$ cat src/rtl/ula_serial_ctrl_if.sv
// Request/response bundle between the MIPS control path and the bit-serial ULA sequencer.
// ULA_SERIAL_FLAGS_EN adds the registered zero/ovf flags alongside the result.
`timescale 1ns/1ps
interface ula_serial_ctrl_if #(
  parameter int WIDTH = 32
);
  logic             start;
  logic [2:0]       op;
  logic [WIDTH-1:0] opa;
  logic [WIDTH-1:0] opb;
  logic             busy;
  logic             done;
  logic [WIDTH-1:0] result;
  logic             err;
`ifdef ULA_SERIAL_FLAGS_EN
  logic             zero;
  logic             ovf;

  modport master (output start, op, opa, opb, input busy, done, result, err, zero, ovf);
  modport slave  (input start, op, opa, opb, output busy, done, result, err, zero, ovf);
`else
  modport master (output start, op, opa, opb, input busy, done, result, err);
  modport slave  (input start, op, opa, opb, output busy, done, result, err);
`endif
endinterface

$ cat src/rtl/ula_serial_ctrl.sv
// Bit-serial sequencer around a 1-bit ULA slice: LSB-first operands, carry looped back per bit.
// Optional ULA_SERIAL_FLAGS_EN adds registered zero/ovf outputs on the interface.
`timescale 1ns/1ps
module ula_serial_ctrl #(
  parameter int WIDTH = 32,
  parameter int CNT_W = $clog2(WIDTH)
) (
  input  logic               clk,
  input  logic               rst,
  ula_serial_ctrl_if.slave   bus,
  output logic [2:0]         ULAcontrole,
  output logic               a,
  output logic               b,
  output logic               cin,
  output logic               addsub,
  input  logic               ULAsaida,
  input  logic               cout
);

  typedef enum logic [1:0] {IDLE, RUN, DONE} state_t;

  localparam logic [CNT_W-1:0] LAST_BIT = CNT_W'(WIDTH - 1);

  state_t           state_q, state_d;
  logic [WIDTH-1:0] a_q, a_d, b_q, b_d;
  logic [WIDTH-2:0] acc_q, acc_d;
  logic [WIDTH-1:0] result_q, result_d;
  logic [WIDTH-1:0] acc_ext;
  logic [CNT_W-1:0] cnt_q, cnt_d;
  logic [2:0]       op_q, op_d, ctl_q, ctl_d;
  logic             carry_q, carry_d;
  logic             err_q, err_d;
  logic             op_ok, is_arith, is_sub, is_slt, msb_ovf;
`ifdef ULA_SERIAL_FLAGS_EN
  logic             zero_q, zero_d, ovf_q, ovf_d;
`endif

  always_comb begin
    op_ok    = (bus.op == 3'b000) || (bus.op == 3'b001) || (bus.op == 3'b010) ||
               (bus.op == 3'b110) || (bus.op == 3'b111);
    // ADD/SUB/SLT all have op[1] set; SUB/SLT additionally have op[2] set
    is_arith = op_q[1];
    is_sub   = op_q[2];
    is_slt   = (op_q == 3'b111);
  end

  always_comb begin
    state_d     = state_q;
    a_d         = a_q;
    b_d         = b_q;
    acc_d       = acc_q;
    result_d    = result_q;
    cnt_d       = cnt_q;
    op_d        = op_q;
    ctl_d       = ctl_q;
    carry_d     = carry_q;
    err_d       = err_q;
    acc_ext     = {ULAsaida, acc_q};
    msb_ovf     = 1'b0;
    a           = 1'b0;
    b           = 1'b0;
    cin         = 1'b0;
    addsub      = 1'b0;
    ULAcontrole = ctl_q;
`ifdef ULA_SERIAL_FLAGS_EN
    zero_d      = zero_q;
    ovf_d       = ovf_q;
`endif
    case (state_q)
      IDLE: begin
        if (bus.start) begin
          if (op_ok) begin
            a_d     = bus.opa;
            b_d     = bus.opb;
            op_d    = bus.op;
            ctl_d   = (bus.op == 3'b111) ? 3'b110 : bus.op;
            carry_d = bus.op[2];
            cnt_d   = '0;
            state_d = RUN;
          end else begin
            result_d = '0;
            err_d    = 1'b1;
`ifdef ULA_SERIAL_FLAGS_EN
            zero_d   = 1'b1;
            ovf_d    = 1'b0;
`endif
            state_d  = DONE;
          end
        end
      end
      RUN: begin
        a       = a_q[0];
        b       = b_q[0];
        addsub  = is_sub;
        cin     = is_arith & carry_q;
        acc_d   = acc_ext[WIDTH-1:1];
        carry_d = cout;
        a_d     = a_q >> 1;
        b_d     = b_q >> 1;
        cnt_d   = cnt_q + CNT_W'(1);
        if (cnt_q == LAST_BIT) begin
          // carry into vs out of the MSB differ exactly on signed overflow
          msb_ovf  = cin ^ cout;
          result_d = is_slt ? {{(WIDTH-1){1'b0}}, ULAsaida ^ msb_ovf} : acc_ext;
          err_d    = 1'b0;
`ifdef ULA_SERIAL_FLAGS_EN
          zero_d   = (result_d == '0);
          ovf_d    = is_arith & ~is_slt & msb_ovf;
`endif
          state_d  = DONE;
        end
      end
      DONE: state_d = IDLE;
      default: state_d = IDLE;
    endcase
  end

  always_ff @(posedge clk or negedge rst) begin
    if (!rst) begin
      state_q  <= IDLE;
      a_q      <= '0;
      b_q      <= '0;
      acc_q    <= '0;
      result_q <= '0;
      cnt_q    <= '0;
      op_q     <= '0;
      ctl_q    <= '0;
      carry_q  <= 1'b0;
      err_q    <= 1'b0;
`ifdef ULA_SERIAL_FLAGS_EN
      zero_q   <= 1'b0;
      ovf_q    <= 1'b0;
`endif
    end else begin
      state_q  <= state_d;
      a_q      <= a_d;
      b_q      <= b_d;
      acc_q    <= acc_d;
      result_q <= result_d;
      cnt_q    <= cnt_d;
      op_q     <= op_d;
      ctl_q    <= ctl_d;
      carry_q  <= carry_d;
      err_q    <= err_d;
`ifdef ULA_SERIAL_FLAGS_EN
      zero_q   <= zero_d;
      ovf_q    <= ovf_d;
`endif
    end
  end

  assign bus.busy   = (state_q != IDLE);
  assign bus.done   = (state_q == DONE);
  assign bus.result = result_q;
  assign bus.err    = err_q;
`ifdef ULA_SERIAL_FLAGS_EN
  assign bus.zero   = zero_q;
  assign bus.ovf    = ovf_q;
`endif

endmodule

$ cat src/flat_wrapper.sv
// flat-port wrapper written by rule: the top's interface ports become plain ports
module ula_serial_ctrl_flat 
#(
  parameter int WIDTH = 32,
  parameter int CNT_W = $clog2(WIDTH)
)
  (clk, rst, ULAcontrole, a, b, cin, addsub, ULAsaida, cout, bus_start, bus_op, bus_opa, bus_opb, bus_busy, bus_done, bus_result, bus_err);
  ula_serial_ctrl_if #(.WIDTH(WIDTH)) bus_i ();
  input  logic clk;
  input  logic rst;
  output logic [2:0] ULAcontrole;
  output logic a;
  output logic b;
  output logic cin;
  output logic addsub;
  input  logic ULAsaida;
  input  logic cout;
  input wire logic [$bits(bus_i.start)-1:0] bus_start;
  input wire logic [$bits(bus_i.op)-1:0] bus_op;
  input wire logic [$bits(bus_i.opa)-1:0] bus_opa;
  input wire logic [$bits(bus_i.opb)-1:0] bus_opb;
  output wire logic [$bits(bus_i.busy)-1:0] bus_busy;
  output wire logic [$bits(bus_i.done)-1:0] bus_done;
  output wire logic [$bits(bus_i.result)-1:0] bus_result;
  output wire logic [$bits(bus_i.err)-1:0] bus_err;
  assign bus_i.start = bus_start;
  assign bus_i.op = bus_op;
  assign bus_i.opa = bus_opa;
  assign bus_i.opb = bus_opb;
  assign bus_busy = bus_i.busy;
  assign bus_done = bus_i.done;
  assign bus_result = bus_i.result;
  assign bus_err = bus_i.err;
  ula_serial_ctrl #(.WIDTH(WIDTH), .CNT_W(CNT_W)) u_core (.clk(clk), .rst(rst), .bus(bus_i), .ULAcontrole(ULAcontrole), .a(a), .b(b), .cin(cin), .addsub(addsub), .ULAsaida(ULAsaida), .cout(cout));
endmodule
$ cat config.mk
export PLATFORM = sky130hd
export DESIGN_NAME = ula_serial_ctrl_flat
export DESIGN_NICKNAME = d
export VERILOG_FILES = /design/src/rtl/ula_serial_ctrl_if.sv /design/src/rtl/ula_serial_ctrl.sv /design/src/flat_wrapper.sv
export SDC_FILE = /design/constraint.sdc
export NUM_CORES = 1
export LEC_CHECK = 0
export ABC_AREA = 1
export CORE_ASPECT_RATIO = 0.75
export CORE_UTILIZATION = 45
export CTS_CLUSTER_DIAMETER = 100
export DETAILED_ROUTE_END_ITERATION = 8
export GPL_TIMING_DRIVEN = 0
export HOLD_SLACK_MARGIN = 0.06
export PLACE_DENSITY_LB_ADDON = 0.12
export RECOVER_POWER = 100
export SLEW_MARGIN = 5
export SYNTH_ARGS = -nofsm -noshare
export SYNTH_HDL_FRONTEND = slang
export SYNTH_SLANG_ARGS = --single-unit
$ cat constraint.sdc
create_clock -name clk -period 1.5 [get_ports clk]
set_input_delay 0.3 -clock clk [delete_from_list [all_inputs] [get_ports clk]]
set_output_delay 0.3 -clock clk [all_outputs]
set_load 0.005 [all_outputs]
### Word level (Yosys, flattened, before mapping)

Cells that the tools add are included.

| cells by class | value |
|---|---|
| multiplexer cells | 30 |
| $add $sub $neg | 1 |
| bitwise gates (word level) | 3 |
| reductions and logical operators | 12 |
| eq/ne operators | 12 |

Operator list:

| cell | count |
|---|---|
| $mux 32 | 8 |
| $pmux 32 s2 | 3 |
| $mux 5 | 2 |
| $pmux 5 s2 | 1 |
| $eq 3x3->1 const B | 3 |
| $mux 1 | 9 |
| $mux 2 | 3 |
| $reduce_and 3->1 | 2 |
| $add 5x1->5 const B | 1 |
| $eq 5x5->1 const B | 1 |
| $logic_or 1x1->1 | 4 |
| $ne 2x1->1 const B | 2 |
| $ne 2x2->1 const B | 2 |
| $pmux 1 s2 | 2 |
| $pmux 2 s2 | 1 |
| $reduce_and 4->1 | 1 |
| $reduce_bool 2->1 | 2 |
| $eq 3x1->1 const B | 1 |
| $eq 3x2->1 const B | 1 |
| $logic_not 3->1 | 1 |
| $mux 3 | 1 |
| $eq 2x1->1 const B | 1 |
| $eq 2x2->1 const B | 1 |
| $logic_not 2->1 | 1 |
| 3 further kinds | 4 |

| word-level totals | value |
|---|---|
| word-level logic and storage cells | 68 |
| bits in registers | 142 |
| bits of input ports | 72 |

### Longest topological paths before layout

Gate-level depths: netlist of the first run.

| logic depth | value |
|---|---|
| depth after elaboration | 8 |
| mapped depth | 10 |

### Worst setup path before layout of the first run

Ideal clock, no wire load.

| path | value |
|---|---|
| path kind | flip-flop to flip-flop |
| start point | register u_core.cnt_q[0] |
| end point | register u_core.result_q[22] (netlist: u_core.bus.result[22]) |
| clock period less this slack | 1.593 ns |
| arrival | 1.528 ns |
| setup slack | -0.093 ns |
| stages on the path, launching flop included | 11 |
| required time | 1.435 ns |
| library setup time | 0.065 ns |
| path through | dfrtp_1 ha_1 nand2_1 nor2_1 ha_1 nor2_1 nor2_4 nand2_2 buf_6 nand2_1 nand2_1 |

| between the ends | value |
|---|---|
| cells in the longest elaborated chain, start to end | 3 |

Ends and longest elaborated chain:

| item | line | text |
|---|---|---|
| start, declared | ula_serial_ctrl.sv:29 | `logic [CNT_W-1:0] cnt_q, cnt_d;` |
| start signal, assigned | ula_serial_ctrl.sv:140 | `cnt_q <= cnt_d;` |
| $eq 5x5->1 | ula_serial_ctrl.sv:101 | `if (cnt_q == LAST_BIT) begin` |
| $ne 2x1->1 (no line) | - |  |
| $reduce_and 4->1 (no line) | - |  |
| end signal, assigned | ula_serial_ctrl.sv:139 | `result_q <= result_d;` |
| end, declared | ula_serial_ctrl.sv:27 | `logic [WIDTH-1:0] result_q, result_d;` |

Every way passes these cells.
A chain may end at the register's enable or synchronous reset.

### Worst setup path after layout of the first run

| path | value |
|---|---|
| start point | register u_core.state_q[1] |
| end point | output port addsub |

| between the ends | value |
|---|---|
| cells in the longest elaborated chain, start to end | 2 |

Ends and longest elaborated chain:

| item | line | text |
|---|---|---|
| start, declared | ula_serial_ctrl.sv:24 | `state_t state_q, state_d;` |
| start signal, assigned | ula_serial_ctrl.sv:135 | `state_q <= state_d;` |
| $eq 2x1->1 | ula_serial_ctrl.sv:69 | `case (state_q)` |
| $mux 1 | ula_serial_ctrl.sv:69 |  |
| end, declared | flat_wrapper.sv:15 | `output logic addsub;` |

Every way passes these cells.

==> results of run 1 <==
## sequential cells by signal, summed over array words and instances, names as in the netlist
register and cells:
u_core.ULAcontrole 3, u_core.a_q 32, u_core.acc_q 31, u_core.b_q 32, u_core.bus.err 1, u_core.bus.result 32, u_core.carry_q 1, u_core.cnt_q 5
u_core.op_q 3, u_core.state_q 2
## layout make-up
type,count,area [um2]
buffer,54,478
clock buffer,17,425
clock inverter,15,149
fill,1128,4280
inverter,18,72.6
multi-input combinational,678,3370
sequential,142,3550
tap,200,250
timing repair buffer,192,1920
## path summary, 6_finish.rpt
path / startpoint / to / slack, ns / cells past startpoint
min: bus_opa[31] / u_core.a_q[31]$_DFFE_PN0P_ / 0.46 / 3
min in group asynchronous: rst / u_core.bus.result[3]$_DFFE_PN0P_ / 0.54 / 2
max in group asynchronous: rst / u_core.op_q[1]$_DFFE_PN0P_ / 0.21 / 3
max: u_core.state_q[1]$_DFFE_PN0P_ / addsub / -0.25 / 6
min reg2reg: u_core.acc_q[22]$_DFFE_PN0P_ / u_core.acc_q[22]$_DFFE_PN0P_ / 0.47 / 2
max reg2reg: u_core.cnt_q[0]$_DFFE_PN0P_ / u_core.bus.result[17]$_DFFE_PN0P_ / -0.23 / 11
## routing by layer
metal  track usage [%]  part of all wire, %  vias to the layer above
li1                  -                    -                     3231
met1              39.5                   47                     3225
met2              38.8                   46                      223
met3              4.23                  5.3                       34
met4              6.30                  2.1                        0
met5                 0                    0                        -
## placed cells by master, fill, tap and decap left out, types with 4 or more instances in the layout
cell / count
clkbuf_16: 21
clkdlybuf4s50_1: 70
buf_6: 28
buf_2: 27
o21ai_1: 4
nand2_2: 89
buf_4: 49
nand2_4: 10
nand2_8: 4
nand3_1: 107
dfrtp_1: 142
dlygate4sd2_1: 36
nand2_1: 380
buf_12: 7
buf_8: 10
nor2_1: 31
nand3_2: 30
inv_1: 14
inv_6: 8
nor2_4: 8
clkinvlp_4: 4
## timing repair
| action | CTS | global route |
|---|---|---|
| gates cloned | 16 | 5 |
| endpoints found under the hold margin | 88 | 0 |
| gates resized for setup | 168 | 161 |
| endpoints found under the setup margin | 147 | 117 |
| pin swaps | 6 | 52 |
| setup buffers | 43 | 23 |
| hold buffers | 1 | 0 |
## logic make-up (layout without fill, tap and decap cells)
kind of cell | Yosys count | in the layout | synth area share, %
AND/OR/NAND/NOR | 663 | 666 | 40.3
adder cells (fa/ha/maj) | 2 | 2 | 0.373
buffers and inverters | 75 | 296 | 5.55
AO/OA/AOI/OAI | 10 | 10 | 0.803
flip-flops | 142 | 142 | 53.0
## worst reg2reg max path: stages, from the launching register on
cell and delay (ns):
dfrtp_1 0.37, ha_2 0.20, nand2_2 0.07, nor2_2 0.13, ha_2 0.22, nor2_4 0.05
nor2_4 0.09, buf_12 0.15, nand2_8 0.09, buf_8 0.15, nand2_2 0.05, nand2_1 0.04
## report_power, final
group	total (uW)	leakage, uW	internal (uW)	switching, uW
registers	6090	0.00186	5190	897
clock network	4180	0.000272	2340	1840
logic	10300	0.00344	4620	5670
total	20600	0.00558	12200	8410
## per-stage QoR
stage	setup TNS (ns)	std cells
finish	-19.11	1316
floorplan	-0.282	892
CTS	-16.43	1298
global placement	-864.06	1205
global route	-25.58	1316
detailed placement	-48.54	1206
==> metrics.md, run 1 <==
| Metric | Value |
|---|---|
| Outcome | `complete, but fails checks` |
| Failing checks | `negative setup slack` |
| Unrepaired setup endpoints after global routing | `true` |
| Port-buffer cells | `113` |
| Cell family with most CP delay | `buffers and inverters` |
| Initial antenna violation count | `0` |
| Largest stage delay on the critical path | `0.39 ns` |
| Slew Viols, Final | `0` |
| Highest Clock Rate | `571 MHz` |
| PwrDens | `2010 mW/mm2` |
| Cell taking the most area after synthesis | `dfrtp_1` |
| Max FO, Critical Path | `5` |
| First-pass GRT wire length | `31000 um` |
| Clock sinks | `142` |
| Period utilization | `117%` |
| Root buffer cell | `clkbuf_16` |
| Cells after Synth | `892` |
| Tmin final | `1.75 ns` |
| Largest net degree at the start of global routing | `90` |
| Area delta synth->final | `52.5%` |
| Worst Skew | `0.0104 ns` |
| Total Power | `20600 uW` |
| Drt via density | `5.10` |
| WL/cell | `15.3 um` |
| Post-Syn Nets | `966` |
| Critical Path Slowest Stage Cell | `dfrtp_1` |
| Die Area | `0.0154 mm2` |
| Yosys reg bits | `142` |
| Ant. Diodes | `0` |
| Hold crit path type | `primary input to register` |
| Critical path arrival | `1.45 ns` |
| Total GRT Usage | `26.1%` |
| CP Cell Sequence | `inv_2, nand2_4, buf_6, buf_12, nor2_4, buf_2` |
| CTS tree | `built` |
| Cts bufs inserted | `17` |
| IO Pins | `114` |
| Top cells by count, synth | `nand2_1 (479), dfrtp_1 (142), nand3_1 (136), nor2_1 (38), buf_2 (30)` |
| Post-DP HPWL | `11200 um` |
| Final setup fails | `110` |
| WHS | `0.457 ns` |
| Gr ovfl total | `0` |
| Netlist cell types | `22` |
| Relative slew slack | `45.1%` |
| Die Wd | `143 um` |
| GP Congestion | `0.818` |
| Worst path bufs/invs | `4` |
| Leak | `0.00558 uW` |
| Fin util | `70.5%` |
| Via count | `6713` |
| Initial DRC Count | `500` |
| Max Root-Sink Buffers | `2` |
| Top post-synthesis cells by area | `dfrtp_1 (53%), nand2_1 (27%), nand3_1 (10%)` |
| H-tree Lvls | `4` |
| Syn Area/Cell | `7.51 um2` |
| Core Region | `0.0145 mm2` |
| Fin. Hold Viols | `0` |
| Vias in the first global route | `5980` |
| Sequential area share after synthesis | `53.0%` |
| Post-synth top area share | `53.0%` |
| Asr flop ratio synth | `100%` |
| WS Path Type | `register to primary output` |
| Cell Area, Synth | `0.00670 mm2` |
| Placed Area | `0.00812 mm2` |
| EDFF count, synth | `0` |
| CP Data Required Time | `1.20 ns` |
| Final instance area | `0.0102 mm2` |
| Share of cells above drive strength 1 | `28.9%` |
| First-pass DRT Iterations | `5` |
| Top-count cell post-synth | `nand2_1` |
| Startpoint types | `register` |
| Top_reg_cell synth | `dfrtp_1` |
| Die Height | `108 um` |
| Final WS setup | `-0.251 ns` |
| Yosys warnings | `0` |
| Later-pin clock latency in the skew report | `0.42 ns` |
| Final net count | `1177` |
| CP endpoint kind | `primary output` |
| Maximum VDD drop | `1.31 mV` |
| FP Rows | `38` |
| DRC violations left | `0` |
| Slew @ Worst Pin | `0.824 ns` |
| Initial Utilization | `46.2%` |
| Routed Antenna Nets | `0` |
| Final WL | `20100 um` |
| DP Worst Slack | `-0.614 ns` |
| Clock-pin slew on the worst setup and hold paths | `0.06 ns` |
| Max cap viols | `0` |
(Power assumes the default switching activity.)
==> run 2: changes to the inputs <==
- clock period: 1.5 -> 1.8 ns (I/O delays scaled with it)
==> metrics.md, run 2 (same netlist as run 1, synthesis figures left out) <==
| Metric | Value |
|---|---|
| Failing checks | `negative setup slack` |
| Startpoint types | `register` |
| Worst Skew | `0.00882 ns` |
| Fin util | `62.6%` |
| Vias in the first global route | `5614` |
| Die Wd | `143 um` |
| Unrepaired setup endpoints after global routing | `true` |
| Slew Viols, Final | `0` |
| Outcome | `complete, but fails checks` |
| Drt via density | `4.89` |
| WHS | `0.467 ns` |
| Clock sinks | `142` |
| Fin. Hold Viols | `0` |
| Largest net degree at the start of global routing | `76` |
| Cts bufs inserted | `17` |
| Ant. Diodes | `0` |
| Port-buffer cells | `113` |
| Max cap viols | `0` |
| Period utilization | `104%` |
| Later-pin clock latency in the skew report | `0.41 ns` |
| Hold crit path type | `register to register` |
| Commonest non-fill, non-tap cell in the layout | `nand2_1` |
| CP Data Required Time | `1.44 ns` |
| Post-DP HPWL | `11100 um` |
| Slew @ Worst Pin | `0.970 ns` |
| PwrDens | `1630 mW/mm2` |
| Maximum VDD drop | `0.876 mV` |
| Switching share of power | `38.1%` |
| Psw | `5640 uW` |
| WL/cell | `13.2 um` |
| Die Area | `0.0154 mm2` |
| Final WL | `16600 um` |
| Max Root-Sink Buffers | `2` |
| Die Height | `108 um` |
| CTS tree | `built` |
| FP Rows | `38` |
| Fraction of power consumed by sequential logic | `33.5%` |
| Commonest non-fill, non-tap cells in the layout | `nand2_1 (463), dfrtp_1 (142), nand3_1 (136), clkdlybuf4s50_1 (106), nor2_1 (31)` |
| Highest Clock Rate | `536 MHz` |
| Area delta synth->final | `35.5%` |
| Max FO, Critical Path | `4` |
| First-pass GRT wire length | `27400 um` |
| Routed Antenna Nets | `0` |
| Critical path arrival | `1.51 ns` |
| Relative slew slack | `35.4%` |
| Total GRT Usage | `22.9%` |
| Initial antenna violation count | `0` |
| DP Worst Slack | `-0.357 ns` |
| Comb pwr share | `41.8%` |
| WS Path Type | `register to primary output` |
| Initial DRC Count | `418` |
| Clock group share of total power | `24.7%` |
| Root buffer cell | `clkbuf_16` |
| Final instance area | `0.00908 mm2` |
| Internal | `9150 uW` |
| CP endpoint kind | `primary output` |
| Clock-pin slew on the worst setup and hold paths | `0.06 ns` |
| Core Region | `0.0145 mm2` |
| Via count | `6142` |
| Gr ovfl total | `0` |
| Final WS setup | `-0.0672 ns` |
| GP Congestion | `0.826` |
| Tmin final | `1.87 ns` |
| TNS Setup | `-0.204 ns` |
| Final net count | `1119` |
| DRC violations left | `0` |
| First-pass DRT Iterations | `5` |
| H-tree Lvls | `4` |
| IO Pins | `114` |
| Share of cells above drive strength 1 | `13.2%` |
| Final setup fails | `4` |
| Placed Area | `0.00811 mm2` |
| Fill cells | `1322` |
| Initial Utilization | `46.2%` |
| Leak | `0.00490 uW` |
==> run 2: changes by cell type in the layout (fill, tap and decap cells not counted), sizes merged, moves of 3 or more <==
cell / before / now
buf: 124 / 63
inv: 27 / 18
clkbuf: 32 / 40
clkinv: 1 / 5
bufinv: 1 / 4
clkdlybuf4s50: 70 / 106
dlygate4sd2: 36 / 1
==> run 2: final cells by class <==
cell class / count / area, um2 / share of cell area, %
clock inverter: 11 / 168 / 1.85
multi-input combinational: 675 / 2920 / 32.1
tap: 200 / 250 / 2.76
buffer: 55 / 340 / 3.75
inverter: 18 / 72.6 / 0.799
clock buffer: 20 / 437 / 4.81
timing repair buffer: 136 / 1340 / 14.8
sequential: 142 / 3550 / 39.1
==> run 2: worst max-delay path, stage by stage (launching register included) <==
cell and delay [ns]:
dfrtp_1 0.40, buf_6 0.12, inv_4 0.05, nand2_4 0.05, buf_12 0.13, buf_8 0.12, nor2_4 0.10, buf_2 0.12
==> run 2: per-stage QoR <==
stage / std cells / power [uW]
after floorplan: 892 / 8540
after global placement: 1205 / 10300
after detailed placement: 1206 / 10400
after CTS: 1245 / 14300
after global routing: 1257 / 15900
final: 1257 / 14800
==> run 2: repair_timing <==
| item | in CTS | in global routing |
|---|---|---|
| hold endpoints to repair | 67 | 0 |
| gates resized for setup | 38 | 50 |
| buffers inserted | 9 | 11 |
| cloned | 0 | 1 |
| endpoints found under the setup margin | 6 | 104 |
| hold buffers | 1 | 0 |
| pin swaps | 1 | 8 |
==> run 2: power groups by stage <==
stage	Combinational [uW]	Clock, uW	Sequential, uW
global route	6970	3850	5090
CTS	5710	3700	4920
detailed placement	5450	0	4960
finish	6180	3650	4960
floorplan	3680	0	4860
global placement	5370	0	4960
==> run 2: final timing paths <==
path / start / end / slack (ns) / cells after the start
max: u_core.state_q[1]$_DFFE_PN0P_ / a / -0.07 / 7
min: u_core.b_q[29]$_DFFE_PN0P_ / u_core.b_q[29]$_DFFE_PN0P_ / 0.47 / 2
max reg2reg: u_core.cnt_q[0]$_DFFE_PN0P_ / u_core.bus.result[21]$_DFFE_PN0P_ / 0 / 10
min reg2reg: u_core.b_q[29]$_DFFE_PN0P_ / u_core.b_q[29]$_DFFE_PN0P_ / 0.47 / 2
max in group asynchronous: rst / u_core.b_q[29]$_DFFE_PN0P_ / 0.23 / 3
min in group asynchronous: rst / u_core.a_q[14]$_DFFE_PN0P_ / 0.66 / 2
==> run 2: layer usage <==
layer	wire length, um	GRT usage (%)	up-vias
met4	159	5.53	0
met3	941	4.80	14
met2	7090	33.3	167
li1	-	-	3098
met5	0	0	-
met1	8430	34.5	2863
